===== config.mk =====
export PLATFORM = sky130hd
export DESIGN_NAME = wb_queue_flat
export DESIGN_NICKNAME = d
export VERILOG_FILES = /design/src/rtl/wb_pkg.sv /design/src/rtl/wb_queue_if.sv /design/src/rtl/wb_fifo.sv /design/src/rtl/wb_queue.sv /design/src/flat_wrapper.sv
export SDC_FILE = /design/constraint.sdc
export NUM_CORES = 1
export LEC_CHECK = 0
export ABC_CLOCK_PERIOD_IN_PS = 6300
export BUFFER_PORTS_ARGS = -buffer_cell sky130_fd_sc_hd__buf_2
export CAP_MARGIN = 10
export CORE_AREA = 2 2 155 157
export DETAILED_ROUTE_END_ITERATION = 8
export DIE_AREA = 0 0 157 159
export PLACE_DENSITY = 0.78
export SLEW_MARGIN = 5
export SYNTH_ARGS = -nofsm -noshare
export SYNTH_HDL_FRONTEND = slang
export SYNTH_SLANG_ARGS = --single-unit

===== constraint.sdc =====
create_clock -name clk -period 6.3 [get_ports clk]
set_input_delay 1.89 -clock clk [delete_from_list [all_inputs] [get_ports clk]]
set_output_delay 1.89 -clock clk [all_outputs]
set_load 0.02 [all_outputs]

===== src/rtl/wb_pkg.sv =====
// Shared types and defaults for the register-file writeback queue.
// Holds default widths, the zero-register address and the entry record.
package wb_pkg;

   localparam int WB_AW    = 5;
   localparam int WB_DW    = 32;
   localparam int WB_DEPTH = 4;

   localparam logic [WB_AW-1:0] ZERO_REG = '0;

   typedef struct packed {
      logic [WB_AW-1:0] rd;
      logic [WB_DW-1:0] data;
   } wb_entry_t;

endpackage


===== src/rtl/wb_queue_if.sv =====
// Bundle of producer, register-file and forwarding signals of wb_queue.
// master: producer/decode side; slave: the queue itself.
interface wb_queue_if import wb_pkg::*; #(
   parameter int AW    = WB_AW,
   parameter int DW    = WB_DW,
   parameter int DEPTH = WB_DEPTH,
   localparam int CW   = $clog2(DEPTH) + 1
);

   logic          in_valid;
   logic          in_ready;
   logic [AW-1:0] in_rd;
   logic [DW-1:0] in_data;
   logic          wb_stall;
   logic          flush;
   logic [AW-1:0] wreg;
   logic [DW-1:0] wd;
   logic          regwrite;
   logic [AW-1:0] r1;
   logic [AW-1:0] r2;
   logic          fwd1_hit;
   logic          fwd2_hit;
   logic [DW-1:0] fwd1_data;
   logic [DW-1:0] fwd2_data;
   logic [CW-1:0] count;

   modport master (
      output in_valid, in_rd, in_data, wb_stall, flush, r1, r2,
      input  in_ready, wreg, wd, regwrite,
      input  fwd1_hit, fwd2_hit, fwd1_data, fwd2_data, count
   );

   modport slave (
      input  in_valid, in_rd, in_data, wb_stall, flush, r1, r2,
      output in_ready, wreg, wd, regwrite,
      output fwd1_hit, fwd2_hit, fwd1_data, fwd2_data, count
   );

endinterface


===== src/rtl/wb_fifo.sv =====
// In-order storage for pending writebacks: array, pointers, count.
// Ports: push/pop/flush control, head entry, all entries + valid mask, wptr.
module wb_fifo import wb_pkg::*; #(
   parameter int DEPTH = WB_DEPTH,
   parameter int AW    = WB_AW,
   parameter int DW    = WB_DW,
   localparam int PW   = $clog2(DEPTH),
   localparam int CW   = PW + 1
) (
   input  logic             clk,
   input  logic             rst_n,
   input  logic             push,
   input  logic             pop,
   input  logic             flush,
   input  logic [AW-1:0]    push_rd,
   input  logic [DW-1:0]    push_data,
   output logic [AW-1:0]    head_rd,
   output logic [DW-1:0]    head_data,
   output logic [AW-1:0]    ent_rd [DEPTH],
   output logic [DW-1:0]    ent_data [DEPTH],
   output logic [DEPTH-1:0] ent_valid,
   output logic [PW-1:0]    wptr,
   output logic [CW-1:0]    count
);

   logic [AW-1:0] rd_q   [DEPTH];
   logic [DW-1:0] data_q [DEPTH];
   logic [PW-1:0] wp;
   logic [PW-1:0] rp;
   logic [CW-1:0] cnt;
   logic [PW-1:0] off;

   always_ff @(posedge clk or negedge rst_n) begin
      if (!rst_n) begin
         for (int i = 0; i < DEPTH; i++) begin
            rd_q[i]   <= '0;
            data_q[i] <= '0;
         end
      end else if (push && !flush) begin
         rd_q[wp]   <= push_rd;
         data_q[wp] <= push_data;
      end
   end

   always_ff @(posedge clk or negedge rst_n) begin
      if (!rst_n) begin
         wp  <= '0;
         rp  <= '0;
         cnt <= '0;
      end else if (flush) begin
         wp  <= '0;
         rp  <= '0;
         cnt <= '0;
      end else begin
         if (push) wp <= wp + 1'b1;
         if (pop)  rp <= rp + 1'b1;
         cnt <= cnt + CW'(push) - CW'(pop);
      end
   end

   // Slot i is live when its distance from the read pointer is below count.
   always_comb begin
      off       = '0;
      ent_valid = '0;
      for (int i = 0; i < DEPTH; i++) begin
         off          = PW'(i) - rp;
         ent_valid[i] = {1'b0, off} < cnt;
      end
   end

   assign ent_rd    = rd_q;
   assign ent_data  = data_q;
   assign head_rd   = rd_q[rp];
   assign head_data = data_q[rp];
   assign wptr      = wp;
   assign count     = cnt;

endmodule


===== src/rtl/wb_queue.sv =====
// Writeback queue: one in-order register-file write per cycle + forwarding.
// Ports: clk, rst_n (async, active low), bus (wb_queue_if.slave).
module wb_queue import wb_pkg::*; #(
   parameter int DEPTH = WB_DEPTH,
   parameter int AW    = WB_AW,
   parameter int DW    = WB_DW
) (
   input logic       clk,
   input logic       rst_n,
   wb_queue_if.slave bus
);

   localparam int PW = $clog2(DEPTH);
   localparam int CW = PW + 1;
   localparam logic [AW-1:0] ZR = AW'(ZERO_REG);

   logic             ready;
   logic             push;
   logic             pop;
   logic [AW-1:0]    head_rd;
   logic [DW-1:0]    head_data;
   logic [AW-1:0]    ent_rd [DEPTH];
   logic [DW-1:0]    ent_data [DEPTH];
   logic [DEPTH-1:0] ent_valid;
   logic [PW-1:0]    wptr;
   logic [CW-1:0]    count;
   logic [PW-1:0]    idx;
   logic             h1;
   logic             h2;
   logic [DW-1:0]    d1;
   logic [DW-1:0]    d2;

   // Readiness looks only at stored occupancy, never at this cycle's pop.
   assign ready = (count < CW'(DEPTH)) && !bus.flush;
   // Writes to x0 finish the handshake but never occupy a slot.
   assign push  = bus.in_valid && ready && (bus.in_rd != ZR);
   assign pop   = (count != '0) && !bus.wb_stall && !bus.flush;

   wb_fifo #(
      .DEPTH (DEPTH),
      .AW    (AW),
      .DW    (DW)
   ) u_fifo (
      .clk       (clk),
      .rst_n     (rst_n),
      .push      (push),
      .pop       (pop),
      .flush     (bus.flush),
      .push_rd   (bus.in_rd),
      .push_data (bus.in_data),
      .head_rd   (head_rd),
      .head_data (head_data),
      .ent_rd    (ent_rd),
      .ent_data  (ent_data),
      .ent_valid (ent_valid),
      .wptr      (wptr),
      .count     (count)
   );

   // Walk from the newest slot (wptr-1) backward; first match is youngest.
   always_comb begin
      h1  = 1'b0;
      h2  = 1'b0;
      d1  = '0;
      d2  = '0;
      idx = '0;
      for (int k = 0; k < DEPTH; k++) begin
         idx = wptr - PW'(k + 1);
         if (!h1 && ent_valid[idx] && bus.r1 != ZR
             && ent_rd[idx] == bus.r1) begin
            h1 = 1'b1;
            d1 = ent_data[idx];
         end
         if (!h2 && ent_valid[idx] && bus.r2 != ZR
             && ent_rd[idx] == bus.r2) begin
            h2 = 1'b1;
            d2 = ent_data[idx];
         end
      end
   end

   assign bus.in_ready  = ready;
   assign bus.regwrite  = pop;
   assign bus.wreg      = head_rd;
   assign bus.wd        = head_data;
   assign bus.count     = count;
   assign bus.fwd1_hit  = h1;
   assign bus.fwd2_hit  = h2;
   assign bus.fwd1_data = d1;
   assign bus.fwd2_data = d2;

endmodule


===== src/flat_wrapper.sv =====
// flat-port wrapper written by rule: the top's interface ports become plain ports
module wb_queue_flat import wb_pkg::*;
#(
   parameter int DEPTH = WB_DEPTH,
   parameter int AW    = WB_AW,
   parameter int DW    = WB_DW
)
  (clk, rst_n, bus_in_valid, bus_in_rd, bus_in_data, bus_wb_stall, bus_flush, bus_r1, bus_r2, bus_in_ready, bus_wreg, bus_wd, bus_regwrite, bus_fwd1_hit, bus_fwd2_hit, bus_fwd1_data, bus_fwd2_data, bus_count);
  wb_queue_if #(.AW(AW), .DW(DW), .DEPTH(DEPTH)) bus_i ();
  input logic clk;
  input logic rst_n;
  input wire logic [$bits(bus_i.in_valid)-1:0] bus_in_valid;
  input wire logic [$bits(bus_i.in_rd)-1:0] bus_in_rd;
  input wire logic [$bits(bus_i.in_data)-1:0] bus_in_data;
  input wire logic [$bits(bus_i.wb_stall)-1:0] bus_wb_stall;
  input wire logic [$bits(bus_i.flush)-1:0] bus_flush;
  input wire logic [$bits(bus_i.r1)-1:0] bus_r1;
  input wire logic [$bits(bus_i.r2)-1:0] bus_r2;
  output wire logic [$bits(bus_i.in_ready)-1:0] bus_in_ready;
  output wire logic [$bits(bus_i.wreg)-1:0] bus_wreg;
  output wire logic [$bits(bus_i.wd)-1:0] bus_wd;
  output wire logic [$bits(bus_i.regwrite)-1:0] bus_regwrite;
  output wire logic [$bits(bus_i.fwd1_hit)-1:0] bus_fwd1_hit;
  output wire logic [$bits(bus_i.fwd2_hit)-1:0] bus_fwd2_hit;
  output wire logic [$bits(bus_i.fwd1_data)-1:0] bus_fwd1_data;
  output wire logic [$bits(bus_i.fwd2_data)-1:0] bus_fwd2_data;
  output wire logic [$bits(bus_i.count)-1:0] bus_count;
  assign bus_i.in_valid = bus_in_valid;
  assign bus_i.in_rd = bus_in_rd;
  assign bus_i.in_data = bus_in_data;
  assign bus_i.wb_stall = bus_wb_stall;
  assign bus_i.flush = bus_flush;
  assign bus_i.r1 = bus_r1;
  assign bus_i.r2 = bus_r2;
  assign bus_in_ready = bus_i.in_ready;
  assign bus_wreg = bus_i.wreg;
  assign bus_wd = bus_i.wd;
  assign bus_regwrite = bus_i.regwrite;
  assign bus_fwd1_hit = bus_i.fwd1_hit;
  assign bus_fwd2_hit = bus_i.fwd2_hit;
  assign bus_fwd1_data = bus_i.fwd1_data;
  assign bus_fwd2_data = bus_i.fwd2_data;
  assign bus_count = bus_i.count;
  wb_queue #(.DEPTH(DEPTH), .AW(AW), .DW(DW)) u_core (.clk(clk), .rst_n(rst_n), .bus(bus_i));
endmodule

; Word level (Yosys, flattened, before mapping)
; Index checks and enable logic that the tools add are counted.
[classes]
n_reduce_logical = 43
magnitude_cmp = 15
mux = 65
n_addsub = 11
bitwise = 5
n_eq_ne = 8
[ops]
columns = op, count
row1 = $mux W32, 19
row2 = $bmux W32 S2, 5
row3 = $bwmux W128, 1
row4 = $demux W32 S2, 1
row5 = $mux W5, 11
row6 = $bmux W5 S2, 5
row7 = $eq A5 B5 Y1, 8
row8 = $logic_and A1 B1 Y1, 29
row9 = $bwmux W20, 1
row10 = $ge A3 B3 Y1 const B, 5
row11 = $not A2 Y3, 5
row12 = $reduce_bool A5 Y1, 3
row13 = $lt A2 B3 Y1, 4
row14 = $lt A2 B3 Y1 const B, 4
row15 = $mux W1, 12
row16 = $demux W5 S2, 1
row17 = $bmux W1 S2, 4
row18 = $logic_not A1 Y1, 8
row19 = $mux W2, 4
row20 = $add A2 B1 Y2 const B, 2
row21 = $reduce_bool A2 Y1, 2
row22 = $sub A1 B2 Y2 const A, 2
row23 = $sub A2 B2 Y2 const A, 2
row24 = $sub A2 B2 Y2 const B, 2
row25 = other kinds (7), 7
[word_totals]
ff_bits = 155
output_inout_bits = 108
input_bits = 52

; Depth between registers and ports, before layout
; Gate-level depths: netlist of run 1.
[logic_depth]
word_depth = 23
ltp_mapped = 17
depth_no_buf = 10

; Hierarchy
; A second synthesis of run 1 with hierarchy kept.
[unflattened]
cells_unflattened = 1246
area_unflattened_um2 = 13322.8
[by_module_without_submodules]
columns = module, cells_each, instances, area_each_um2, seq_area_each_um2
row1 = wb_fifo, 411, 1, 7537.2, 3878.7
row2 = wb_queue, 835, 1, 5785.5, 0.0

; Least setup slack after synthesis of run 1
; No wires, ideal clock.
[synth_timing]
path_type = in2out
start = in bus_r1[0]
end = out bus_fwd1_data[0]
t_arrival_ns = 4.172
path_slack_ns = 0.238
path_stages = 10
cell_sequence = clkbuf_1 > nor4_1 > nor2_1 > mux2i_1 > a211o_1 > or2_0 > clkbuf_1 > clkbuf_1 > nor2_1 > o32ai_1
[synth_between]
elab_chain_len = 19
[synth_rtl]
columns = element, line
row1 = from (decl), flat_wrapper.sv:17  ; input wire logic [$bits(bus_i.r1)-1:0] bus_r1;
row2 = $reduce_bool A5 Y1, wb_queue.sv:69  ; if (!h1 && ent_valid[idx] && bus.r1 != ZR
row3 = $logic_and A1 B1 Y1, wb_queue.sv:69
row4 = $logic_and A1 B1 Y1, wb_queue.sv:70  ; && ent_rd[idx] == bus.r1) begin
row5 = $mux W1, wb_queue.sv:69
row6 = $logic_not A1 Y1, wb_queue.sv:69
row7 = $logic_and A1 B1 Y1 (2 in a row), wb_queue.sv:69
row8 = $logic_and A1 B1 Y1, wb_queue.sv:70
row9 = $mux W1, wb_queue.sv:69
row10 = $logic_not A1 Y1, wb_queue.sv:69
row11 = $logic_and A1 B1 Y1 (2 in a row), wb_queue.sv:69
row12 = $logic_and A1 B1 Y1, wb_queue.sv:70
row13 = $mux W1, wb_queue.sv:69
row14 = $logic_not A1 Y1, wb_queue.sv:69
row15 = $logic_and A1 B1 Y1 (2 in a row), wb_queue.sv:69
row16 = $logic_and A1 B1 Y1, wb_queue.sv:70
row17 = $mux W32 *, wb_queue.sv:69
row18 = to (decl), flat_wrapper.sv:25  ; output wire logic [$bits(bus_i.fwd1_data)-1:0] bus_fwd1_data;
; Mark *: on every way between the ends. The rest lies on a longest branch, timed or not.

; Final worst setup path of run 1
[layout_timing]
start = in bus_r2[4]
end = out bus_fwd2_data[11]
[layout_between]
elab_chain_len = 19
[layout_rtl]
columns = element, line
row1 = from (decl), flat_wrapper.sv:18  ; input wire logic [$bits(bus_i.r2)-1:0] bus_r2;
row2 = $reduce_bool A5 Y1, wb_queue.sv:74  ; if (!h2 && ent_valid[idx] && bus.r2 != ZR
row3 = $logic_and A1 B1 Y1, wb_queue.sv:74
row4 = $logic_and A1 B1 Y1, wb_queue.sv:75  ; && ent_rd[idx] == bus.r2) begin
row5 = $mux W1, wb_queue.sv:74
row6 = $logic_not A1 Y1, wb_queue.sv:74
row7 = $logic_and A1 B1 Y1 (2 in a row), wb_queue.sv:74
row8 = $logic_and A1 B1 Y1, wb_queue.sv:75
row9 = $mux W1, wb_queue.sv:74
row10 = $logic_not A1 Y1, wb_queue.sv:74
row11 = $logic_and A1 B1 Y1 (2 in a row), wb_queue.sv:74
row12 = $logic_and A1 B1 Y1, wb_queue.sv:75
row13 = $mux W1, wb_queue.sv:74
row14 = $logic_not A1 Y1, wb_queue.sv:74
row15 = $logic_and A1 B1 Y1 (2 in a row), wb_queue.sv:74
row16 = $logic_and A1 B1 Y1, wb_queue.sv:75
row17 = $mux W32 *, wb_queue.sv:74
row18 = to (decl), flat_wrapper.sv:26  ; output wire logic [$bits(bus_i.fwd2_data)-1:0] bus_fwd2_data;
; Marks and branches as above.

==> impl_summary.md, run 1 <==
Worst setup path
The largest delay contributor family on the critical path is compound AO/OA/AOI/OAI gates. In this run the worst setup path begins at bus_r2[4]. The critical path in this run is classified as primary input to output pin. The required time of the critical path is 4.41 ns. In this run the worst path has a maximum fanout of 39. The worst register-to-register path has a depth of 6. Among all stages on the critical path, the largest delay is contributed by o32ai_1.

The delay of the slowest cell on the worst path is 0.45 ns. Traced cell by cell, the critical path runs through buf_2 -> o21ai_0 -> a2111o_1 -> a211oi_1 -> and2_4 -> buf_12 -> nor3_1 -> o32ai_1 -> buf_2. The worst setup path is captured at an output pin. Across all register-to-register paths, the minimum setup slack is 3.04 ns.

The startpoint kind of the worst setup timing path is a primary input. The endpoint identified for the worst register-to-register timing path is u_core.u_fifo.ent_data[5]$_DFFE_PN0P_. The number of buffers and inverters on the critical path is 3. The startpoint of the most critical register-to-register path is u_core.u_fifo.wptr[1]$_DFFE_PN0P_. The signal arrival time at the worst endpoint is 4.27 ns. The critical path's most frequent cell is buf_2.

Floorplan
The initialized floorplan defines 56 standard-cell rows. The total die area is 25,000 um2. The die is 159 um tall. The die is 157 um wide. The floorplan step defined a core boundary enclosing 23,200 um2. Pin placement for this block handled 160 I/O pins.

The starting density of the core is 59.4%.

Layout
The number of filler instances in the final layout is 1,662. The most common library cell in the layout ignoring fill and taps is mux4_2. The area growth from synthesis to layout is 12.7%. Cells with a size suffix above 1 make up 47.6% of the layout. After routing the design area is 15,500 um2.

Leaving out fill and tap cells, the most frequent cells in the layout are 170 x mux4_2, 160 x mux2_2, 158 x buf_2. The count of nets after finishing is 1,311.

Place
Routability-driven placement finished with a final weighted congestion of 0.922. Before CTS, the worst setup slack after placement is 0.197 ns. The placed wire-length estimate after detailed placement is 26,300 um.

The count of buffers added on input and output ports is 159. The instance area after placement is 15,000 um2.

Detailed routing
In this run the remaining antenna-violating nets after routing total 0. For this run, design rule violations remaining after detail routing come to 0. The first detailed-routing pass ran for 7 iterations.

In the final routed layout, each cell accounts on average for 25.4 um. After detailed routing, the number of vias per cell comes to 7.27. The final route contains 11.5k vias. The routed design has 40,200 um of wire. The first routing iteration left 1,199 violations.

Logic synthesis
Of the synthesized area, sequential elements account for 28.2%. During synthesis, Yosys emitted a total of 0 warnings. The cell area that synthesis handed to floorplanning was 13,800 um2.

The synthesized design contains 0 enable-type register cells. The area share of and/or/nand/nor cells after synthesis is 8.75%. The most used flip-flop cell after synthesis is dfrtp_1. The number of nets in the synthesized netlist is 1,206. The share of async-settable or async-resettable flops after synthesis is 100%. The synthesized netlist devotes 1.05% of its cell area to adder and majority cells.

The post-synthesis instance total is 1,143. The post-synthesis compound-gate area fraction is 10.8%. The number of library cell types mapped by synthesis is 64. After synthesis the netlist holds a flip-flop and latch count of 155. The mux cell area share after synthesis is 43.6%.

Averaged over all synthesized cells, the footprint is 12.1 um2. By area, the combinational part of the netlist is dominated by multiplexers. Summing the areas of all xor and xnor instances in the mapped netlist gives 2.80% of the synthesized area.

STA
The worst path uses 97.8% of the clock period. The final critical-path setup slack is 0.136 ns. The final number of setup-violating endpoints is 0. Setup repair after global routing left no endpoint under its margin. The number of pins with negative max-slew slack in the final report is 0. Summed over all failing endpoints, the final setup total negative slack is 0 ns. Hold timing on the final database bottoms out at a slack of 0.603 ns. The upper clock frequency limit is 162 MHz.

At the pin with the least slew margin, the transition time is 0.999 ns. Headroom to the max-slew limit came out at 33.4%. After layout, the minimum clock period comes to 6.16 ns. The final hold violation count is 0.

Between clock sinks in the finished design, the worst skew comes to 0.0140 ns.

GRT
The total overflow reported by the global router is 0. The number of antenna violations at the first check in global routing came to 3. The wire length of the first global-routing pass is 63,800 um. The number of global-route vias before repair is 11.4k. The maximum number of pins on one net before global-route repair is 67. In the global route stage, overall resource usage came out at 33.0%.

Power and ir drop
The power density over the cells is 387 nW/um2. The worst ir drop on vdd is 210 uV. Summed over all cells, the static leakage comes to 6.18 nW. The total power draw is 6.00 mW.

Min path
The worst-case hold path end point is u_core.u_fifo.ent_data[38]$_DFFE_PN0P_. Counting instances, the worst hold path has a depth of 1. The worst hold path begins at u_core.u_fifo.ent_data[38]$_DFFE_PN0P_. The type of the most critical hold path is flop to flop.

Clock network
No sink is reached through more buffers than the 2 on the longest clock path. The total number of H-tree levels is 4. Clock latency on the worst-skew pair, taken at its later pin, is 0.44 ns. Clock-pin slew was measured on the worst setup and hold paths at 0.07 ns.

For this design, the sink count on the clock tree is 155. Clock tree synthesis selected as its root buffer the cell clkbuf_16. The TritonCTS clock tree is built. The number of buffers inserted during clock tree synthesis is 17. The count of hold buffers inserted by post-cts repair is 0.

Run status
The run finished with clean final reports.

Run
The reported max-cap violation count is 0.
-- cell usage after synthesis, types with 3 or more instances --
master	n	area (um2)
inv_1	30	113
a311oi_1	31	272
and2_1	3	18.8
nand4_1	4	25.0
o211ai_1	20	150
mux2i_1	38	380
nor3_1	55	275
nand3_1	9	45.0
xnor2_1	33	289
clkbuf_1	74	278
a31o_2	4	35.0
a32o_1	20	200
dfrtp_1	155	3880
a21oi_1	12	60.1
o21ai_0	14	70.1
nor2b_1	34	213
buf_6	6	67.6
a211o_1	3	26.3
nor2_1	23	86.3
buf_1	18	67.6
mux4_2	170	3830
ha_1	10	125
o211a_1	9	90.1
o22ai_1	4	25.0
xor2_1	11	96.3
buf_2	24	120
or3_1	40	250
nand2_1	48	180
o32ai_1	38	333
mux2_2	160	1800
-- stage by stage --
stage / util, % / instances
after floorplan: - / 1143
after global placement: 64.5 / 1547
after detailed placement: 64.5 / 1547
after CTS: 66.8 / 1578
after global routing: 67.0 / 1580
final: 67.0 / 1581
-- registers in the layout (all words and copies together) (netlist names) --
register / count
u_core.u_fifo.count: 3
u_core.u_fifo.ent_data: 128
u_core.u_fifo.ent_rd: 20
u_core.u_fifo.rp: 2
u_core.u_fifo.wptr: 2
-- area by class of cell --
cell class	count	area, um2	share of cell area (%)
antenna	2	5.00	0.0322
clock buffer	22	454	2.92
clock inverter	9	91.3	0.588
inverter	31	116	0.749
tap	319	399	2.57
multi-input combinational	832	9300	59.9
timing repair buffer	211	1280	8.23
sequential	155	3890	25.0
-- worst register-to-register path: cells and delay by family, from the launching register on --
| kind | cells | cell delay, ns |
|---|---|---|
| adder cells (fa/ha/maj) | 1 | 0.36 |
| buffers and inverters | 3 | 1.69 |
| flip-flops | 1 | 0.40 |
| multiplexers | 1 | 0.33 |
| AND/OR/NAND/NOR | 1 | 0.35 |
-- metal layers --
layer | vias up | track usage (%) | part of all wire (%)
met4 | 2 | 12.9 | 3.4
met1 | 5835 | 45.0 | 38
met5 | - | 0 | 0.017
met2 | 737 | 52.2 | 49
li1 | 4812 | - | -
met3 | 111 | 6.83 | 9.7
-- worst max path at each step --
stage / endpoint / slack (ns) / cells after the start
final: bus_fwd2_data[11] / 0.14 / 9
after global routing: bus_fwd2_data[26] / 0.008 / 12
after CTS: bus_fwd2_data[11] / 0.14 / 11
after detailed placement: bus_fwd1_data[30] / 0.20 / 12
after global placement: bus_fwd1_data[30] / 0.26 / 12
after floorplan: bus_fwd1_data[0] / 0.24 / 10
-- report_power, final --
group	switching [mW]	internal, mW
logic	1.65	1.57
registers	0.477	1.31
clock network	0.441	0.554
total	2.57	3.44
-- cell families (layout without fill, tap and decap cells) --
family                   after synthesis  count (layout)
buffers and inverters                156             273
XOR/XNOR                              44              44
other                                  0               2
AO/OA/AOI/OAI                        178             178
multiplexers                         368             368
adder cells (fa/ha/maj)               11              11
AND/OR/NAND/NOR                      231             231
flip-flops                           155             155
-- timing repair --
item / CTS / global route
setup endpoints to repair: 0 / 21
buffers inserted: 0 / 1
resized for setup: 0 / 2
Power figures use the tool's default switching activity.
==> run 2, diff against run 1 <==
Settings changed: CORE_AREA 2 2 155 157 to 2 2 234 236, CTS_BUF_LIST from default to sky130_fd_sc_hd__clkbuf_4 sky130_fd_sc_hd__clkbuf_8, DIE_AREA 0 0 157 159 to 0 0 236 238, GPL_ROUTABILITY_DRIVEN from default to 1, PLACE_DENSITY 0.78 to 0.39.
==> impl_summary.md, run 2 (synthesis gave the netlist of run 1 again) <==
Worst setup path
The peak fanout along the critical path is 33 (was 39). The startpoint kind of the worst setup timing path is a primary input (unchanged). The signal arrival time at the worst endpoint is 4.36 ns (was 4.27 ns).

The type of destination of the critical path is an output pin (unchanged). The required time of the critical path is 4.41 ns (about the same). The category of the most critical setup path is primary input to output pin (unchanged).

Detailed routing
The via total after detailed routing is 11.2k (was 11.5k). The total DRC errors in the routed layout was 0 (unchanged). The number of routed nets with antenna violations came to 0 (unchanged). The iteration count of the initial detailed-routing pass is 5 (was 7). The first-iteration detailed-routing DRC count came to 883 (was 1,199). The total length of routed wires was 51,500 um (was 40,200 um). The per-cell via count in the routed design is 5.60 (was 7.27). The final routed wire length divided by cell count is 25.7 um (was 25.4 um).

Layout
Most frequent cells in the layout: 170 x mux4_2, 160 x mux2_2, 158 x buf_2 (unchanged). The post-layout instance count excluding filler cells is 2,002 (was 1,581). The flip-flop count of the largest register, all copies and words added is 128 (unchanged).

The fraction of final layout cells sized beyond drive strength 1 came to 50.3% (was 47.6%). The final design area excluding fillers is 16,500 um2 (was 15,500 um2). The post-synthesis to final-layout area growth is 19.5% (was 12.7%). The most common library cell in the layout ignoring fill and taps is mux4_2 (unchanged). The count of nets after finishing was 1,355 (was 1,311).

Floorplan
The vertical die dimension is 238 um (was 159 um). The core box area was 53,500 um2 (was 23,200 um2). The die width is 236 um (was 157 um). The total die area is 56,200 um2 (was 25,000 um2). The number of core rows was 85 (was 56). The starting density of the core came to 25.8% (was 59.4%). The number of top-level pins came to 160 (unchanged).

STA
The number of pins with negative max-slew slack in the final report is 0 (unchanged). The maximum clock skew at final layout is 0.0110 ns (was 0.0140 ns). The final hold violation count is 0 (unchanged).

RSZ-0062 raised after global routing: yes (was no). The share of the clock period used by the worst path after layout is 99.2% (was 97.8%). The final critical-path required period was 6.25 ns (was 6.16 ns). The upper clock frequency limit came to 160 MHz (was 162 MHz). The measured slew at the worst slew-check pin is 0.939 ns (was 0.999 ns). The max-slew headroom at the worst pin is 37.4% (was 33.4%). The final number of setup-violating endpoints is 0 (unchanged).

Place
The placed wire-length estimate after detailed placement is 33,100 um (was 26,300 um). The count of port buffers added during placement came to 159 (unchanged). The total instance count after detailed placement came to 1,963 (was 1,547). The instance area after placement is 15,800 um2 (was 15,000 um2). The final weighted congestion of routability-driven global placement was 0.779 (was 0.922).

GRT
The aggregate global-route resource usage is 18.4% (was 33.0%). The wire length of the first global-routing pass is 76,300 um (was 63,800 um). The number of global-route vias before repair is 11.2k (was 11.4k). The met1 layer usage reported by global route is 24.2% (was 45.0%). The total overflow reported by the global router is 0 (unchanged). The global routing's busiest layer is met2 (unchanged). The met2 demand-to-capacity share in global routing is 30.0% (was 52.2%). The number of antenna violations at the first check in global routing was 3 (unchanged). The maximum number of pins on one net before global-route repair came to 88 (was 67). The met3 global-route usage is 4.33% (was 6.83%).

Power and ir drop
The fraction of power consumed by sequential logic is 29.0% (was 29.8%). The total leakage power is 6.50 nW (was 6.18 nW). The relative contribution of the clock network to total power came to 15.5% (was 16.6%). The switching component of the power is 2.73 mW (was 2.57 mW). The power density over the cells is 377 nW/um2 (was 387 nW/um2). The internal power component was 3.47 mW (was 3.44 mW). The total power draw is 6.20 mW (was 6.00 mW). The fraction of power spent switching nets is 44.1% (was 42.8%).

The worst ir drop on vdd was 216 uV (was 210 uV). The proportion of power drawn by combinational gates is 55.5% (was 53.7%).

Clock network
The clock root buffer master is clkbuf_8 (was clkbuf_16). The count of hold buffers inserted by post-cts repair came to 0 (unchanged). The maximum number of buffers from clock root to sink is 2 (unchanged).

The clock latency of the later-clocked register in the worst-skew pair is 0.58 ns (was 0.44 ns). The clock transition at the registers of the reported paths is 0.09 ns (was 0.07 ns). The TritonCTS clock tree is built (unchanged). The number of buffers inserted during clock tree synthesis is 17 (unchanged). The total number of H-tree levels is 4 (unchanged). The clock sink count is 155 (unchanged).

Run
The reported max-cap violation count came to 0 (unchanged).

Min path
The type of the most critical hold path is flop to flop (unchanged).

Run status
Status: finished clean (unchanged).
## run 2: cell types whose count changed in the layout (fill, tap and decap cells not counted), moves of 2 or more
cell,delta
clkbuf_8,+18
bufinv_16,+4
clkinvlp_4,-2
nand2_4,+4
o32ai_1,-6
clkbuf_16,-17
clkbuf_1,-4
clkinv_4,+2
buf_4,+36
o32ai_2,+6
buf_12,+7
nand2_2,-4
## run 2: layer usage
layer,routed length [um],vias to the layer above
li1,-,4890
met1,22900,5947
met2,25000,323
met3,2570,57
met4,1040,4
met5,21,-
## run 2: timing repair
item,in CTS,in global routing
endpoints found under the setup margin,19,61
pin swaps,1,1
endpoints found under the hold margin,0,0
gates resized for setup,3,10
buffers inserted,1,5
## run 2: critical path: stages
cell      delay (ns)
buf_2           0.17
o21ai_0         0.12
a2111o_1        0.40
a211oi_1        0.34
buf_4           0.19
and2_4          0.18
buf_12          0.20
buf_4           0.16
a311oi_1        0.04
o32ai_1         0.38
buf_2           0.25
## run 2: path summary, 6_finish.rpt
path	to	slack, ns	from	depth (start not counted)
worst max register to register	u_core.u_fifo.ent_data[71]$_DFFE_PN0P_	3.72	u_core.u_fifo.wptr[0]$_DFFE_PN0P_	4
max in group asynchronous	u_core.u_fifo.ent_data[39]$_DFFE_PN0P_	3.68	rst_n	2
min in group asynchronous	u_core.u_fifo.ent_data[57]$_DFFE_PN0P_	1.39	rst_n	1
worst max-delay path	bus_fwd2_data[15]	0.05	bus_r2[4]	11
worst min-delay path	u_core.u_fifo.ent_data[77]$_DFFE_PN0P_	0.61	u_core.u_fifo.ent_data[77]$_DFFE_PN0P_	1
worst min register to register	u_core.u_fifo.ent_data[77]$_DFFE_PN0P_	0.61	u_core.u_fifo.ent_data[77]$_DFFE_PN0P_	1
## run 2: per-stage QoR
stage          utilization (%)  TNS [ns]  hold slack [ns]  worst slack [ns]
5_1_grt                   30.8  -0.00309            0.631          -0.00309
4_1_cts                   30.6         0            0.605           0.00902
2_1_floorplan                -         0            0.542             0.238
3_3_place_gp              29.6   -0.0734            0.570           -0.0382
6_report                  30.8         0            0.605            0.0505
3_5_place_dp              29.6   -0.0275            0.584           -0.0212
## run 2: final cells by class
type	instances	area [um2]
Fill cell	5427	37000
Timing Repair Buffer	255	1700
Clock inverter	12	211
Tap cell	696	871
Multi-Input combinational cell	832	9400
Sequential cell	155	3890
Inverter	31	116
Antenna cell	1	2.50
Clock buffer	20	269
## run 2: power by group through the flow
| stage | clock, mW | sequential [mW] | combinational, mW |
|---|---|---|---|
| finish | 0.961 | 1.80 | 3.44 |
| global route | 1.03 | 1.86 | 3.68 |
| global placement | 0 | 1.77 | 3.41 |
| floorplan | 0 | 1.62 | 2.44 |
| detailed placement | 0 | 1.80 | 3.42 |
| CTS | 1.01 | 1.78 | 3.45 |
==> run 3, diff against run 2 <==
Settings changed: ABC_CLOCK_PERIOD_IN_PS 6300 to 6600, CORE_AREA 2 2 234 236 to 2 2 202 204, DIE_AREA 0 0 236 238 to 0 0 204 206, PLACE_DENSITY 0.39 to 0.49.
Clock period 6.3 ns to 6.6 ns, I/O delays scaled along.
==> impl_summary.md, run 3 (synthesis gave the netlist of run 1 again) <==
STA
RSZ-0062 raised after global routing: no (was yes). The final critical path takes up 97.9% of the cycle. The upper clock frequency limit is 155 MHz. The measured slew at the worst slew-check pin came to 1.01 ns (was 0.939 ns). The setup TNS after final layout is 0 ns (unchanged).

The max-slew headroom at the worst pin came to 32.9% (was 37.4%). The final number of setup-violating endpoints is 0 (unchanged). The worst hold slack is 0.609 ns (was 0.605 ns).

The final critical-path setup slack was 0.138 ns (was 0.0505 ns). The final critical-path required period is 6.46 ns. The final hold violation count is 0 (unchanged). The number of pins with negative max-slew slack in the final report is 0 (unchanged). The maximum clock skew at final layout is 0.0121 ns (was 0.0110 ns).

GRT
The maximum number of pins on one net before global-route repair is 121 (was 88). The total overflow reported by the global router was 0 (unchanged). The number of antenna violations at the first check in global routing was 3 (unchanged). The wire length of the first global-routing pass came to 68,800 um (was 76,300 um).

The aggregate global-route resource usage was 21.8% (was 18.4%). The number of global-route vias before repair is 10.9k (was 11.2k).

Floorplan
The number of top-level pins came to 160 (unchanged). The number of core rows came to 74 (was 85). The starting density of the core came to 34.3% (was 25.8%).

The die width is 204 um (was 236 um). The total die area was 42,000 um2 (was 56,200 um2). The vertical die dimension is 206 um (was 238 um). The core box area is 40,200 um2 (was 53,500 um2).

Worst setup path
The required time of the critical path came to 4.62 ns (was 4.41 ns). The peak fanout along the critical path is 8 (was 33). The worst flop-to-flop path endpoint is u_core.u_fifo.ent_rd[4]$_DFFE_PN0P_ (was u_core.u_fifo.ent_data[71]$_DFFE_PN0P_). The category of the most critical setup path is primary input to output pin (unchanged).

The start point of the critical path is bus_r2[1] (was bus_r2[4]). The startpoint kind of the worst setup timing path is a primary input (unchanged). The type of destination of the critical path is an output pin (unchanged). The critical path's slowest cell is a2111oi_2 (was a2111o_1). The signal arrival time at the worst endpoint came to 4.48 ns (was 4.36 ns). Critical Path, Cell by Cell: buf_2 -> nor3_1 -> and2_1 -> a2111oi_2 -> o221ai_2 -> a21oi_4 -> buf_4 -> a311oi_1 -> o32ai_1 -> buf_4 -> buf_2 (was buf_2 -> o21ai_0 -> a2111o_1 -> a211oi_1 -> buf_4 -> and2_4 -> buf_12 -> buf_4 -> a311oi_1 -> o32ai_1 -> buf_2).

The cell depth of the worst flop-to-flop path is 6 (was 4). The delay of the slowest cell on the worst path is 0.45 ns (was 0.40 ns). The startpoint of the most critical register-to-register path is u_core.u_fifo.wptr[1]$_DFFE_PN0P_ (was u_core.u_fifo.wptr[0]$_DFFE_PN0P_).

The endpoint of the most critical setup path was bus_fwd2_data[29] (was bus_fwd2_data[15]). The flop-to-flop setup slack came to 3.23 ns (was 3.72 ns).

Power and ir drop
The worst ir drop on vdd is 229 uV (was 216 uV). The internal power component came to 3.15 mW (was 3.47 mW). The fraction of power spent switching nets is 44.1% (about the same). The total leakage power came to 6.16 nW (was 6.50 nW). The power density over the cells came to 359 nW/um2 (was 377 nW/um2). The proportion of power drawn by combinational gates is 55.0% (was 55.5%). The switching component of the power was 2.49 mW (was 2.73 mW). The relative contribution of the clock network to total power is 14.5% (was 15.5%). The fraction of power consumed by sequential logic is 30.5% (was 29.0%).

Detailed routing
The final routed wire length divided by cell count is 25.2 um (was 25.7 um). The highest layer used for signal routing was met5 (unchanged). The via total after detailed routing is 11.0k (was 11.2k).

The total DRC errors in the routed layout came to 0 (unchanged). The total length of routed wires was 45,300 um (was 51,500 um). The routed length on met3 is 2660 um (was 2570 um).

The first-iteration detailed-routing DRC count was 776 (was 883). The number of routed nets with antenna violations is 0 (unchanged). The total length of routed met2 wires is 22,100 um (was 25,000 um). The iteration count of the initial detailed-routing pass is 5 (unchanged).

The per-cell via count in the routed design is 6.12 (was 5.60). The routed metal-1 wire length was 19,700 um (was 22,900 um).

Clock network
The clock transition at the registers of the reported paths is 0.08 ns (was 0.09 ns). The clock sink count is 155 (unchanged). The total number of H-tree levels was 4 (unchanged). The maximum number of buffers from clock root to sink came to 2 (unchanged). The clock root buffer master is clkbuf_8 (unchanged).

The TritonCTS clock tree is built (unchanged). The number of buffers inserted during clock tree synthesis was 17 (unchanged). The count of buffers added by post-CTS timing repair for setup is 0 (was 1). The clock latency of the later-clocked register in the worst-skew pair is 0.53 ns (was 0.58 ns).

Layout
The number of filler instances in the final layout is 3,918 (was 5,427). The post-layout instance count excluding filler cells is 1,793 (was 2,002). The most common library cell in the layout ignoring fill and taps is mux4_2 (unchanged). The fraction of final layout cells sized beyond drive strength 1 is 47.8% (was 50.3%). The share of the core filled with cells was 39.1% (was 30.8%). The post-synthesis to final-layout area growth came to 14.0% (was 19.5%). The count of nets after finishing is 1,309 (was 1,355).

Most frequent cells in the layout: 170 x mux4_2, 160 x mux2_2, 158 x buf_2 (unchanged). The flip-flop count of the largest register, all copies and words added is 128 (unchanged).

Run status
Status: finished clean (unchanged).

Place
The setup slack at placement is 0.163 ns (was -0.0212 ns). The total instance count after detailed placement is 1,759 (was 1,963). The count of port buffers added during placement is 159 (unchanged).

The final weighted congestion of routability-driven global placement is 0.847 (was 0.779). The placed wire-length estimate after detailed placement came to 29,300 um (was 33,100 um).

Min path
The type of the most critical hold path is flop to flop (unchanged).

Run
The reported max-cap violation count came to 0 (unchanged).
-- run 3: changes by cell type in the layout (fill, tap and decap cells not counted), moves of 2 or more --
cell,delta
buf_12,-3
o32ai_1,+6
buf_6,-2
nand2_2,+3
nand2_4,-3
buf_4,-40
o32ai_2,-6
bufinv_16,-2
inv_6,+2
-- run 3: power groups by stage --
stage	combinational [mW]	clock [mW]	sequential, mW
6_report	3.10	0.817	1.72
5_1_grt	3.33	0.872	1.78
4_1_cts	3.11	0.846	1.70
3_5_place_dp	3.10	0	1.72
3_3_place_gp	3.09	0	1.70
2_1_floorplan	2.33	0	1.55
-- run 3: critical path, delay by kind of cell --
family / cells / cell delay (ns)
buf+inv: 4 / 0.77
compound gates: 5 / 1.44
simple gates: 2 / 0.29
-- run 3: per-layer routing --
metal | track usage, % | vias up
li1 | - | 4806
met4 | 6.16 | 2
met3 | 4.51 | 41
met2 | 36.3 | 322
met5 | 0 | -
met1 | 28.8 | 5808
-- run 3: layout make-up --
cell class,instances,area (um2),area share (%)
tap,532,666,4.24
inverter,31,116,0.741
sequential,155,3890,24.8
antenna,2,5.00,0.0319
timing repair buffer,209,1300,8.29
multi-input combinational,832,9300,59.2
clock inverter,14,185,1.18
clock buffer,18,248,1.58
-- run 3: timing repair --
| item | 4_1_cts | 5_1_grt |
|---|---|---|
| gates resized for setup | 0 | 1 |
| setup endpoints to repair | 0 | 1 |
| hold buffers | 0 | 0 |
-- run 3: worst min-delay path by stage --
stage / startpoint / endpoint / depth (start not counted)
floorplan: u_core.u_fifo.ent_data[66]$_DFFE_PN0P_ / u_core.u_fifo.ent_data[66]$_DFFE_PN0P_ / 1
global placement: u_core.u_fifo.ent_data[60]$_DFFE_PN0P_ / u_core.u_fifo.ent_data[60]$_DFFE_PN0P_ / 1
detailed placement: u_core.u_fifo.ent_data[66]$_DFFE_PN0P_ / u_core.u_fifo.ent_data[66]$_DFFE_PN0P_ / 1
CTS: u_core.u_fifo.ent_data[66]$_DFFE_PN0P_ / u_core.u_fifo.ent_data[66]$_DFFE_PN0P_ / 1
global route: u_core.u_fifo.ent_data[31]$_DFFE_PN0P_ / u_core.u_fifo.ent_data[31]$_DFFE_PN0P_ / 1
finish: u_core.u_fifo.ent_data[70]$_DFFE_PN0P_ / u_core.u_fifo.ent_data[70]$_DFFE_PN0P_ / 1
-- run 3: per-stage QoR --
stage	power, mW	instance area, um2
global placement	4.78	15300
global route	5.98	15700
detailed placement	4.82	15300
CTS	5.66	15700
finish	5.64	15700
floorplan	3.88	13800
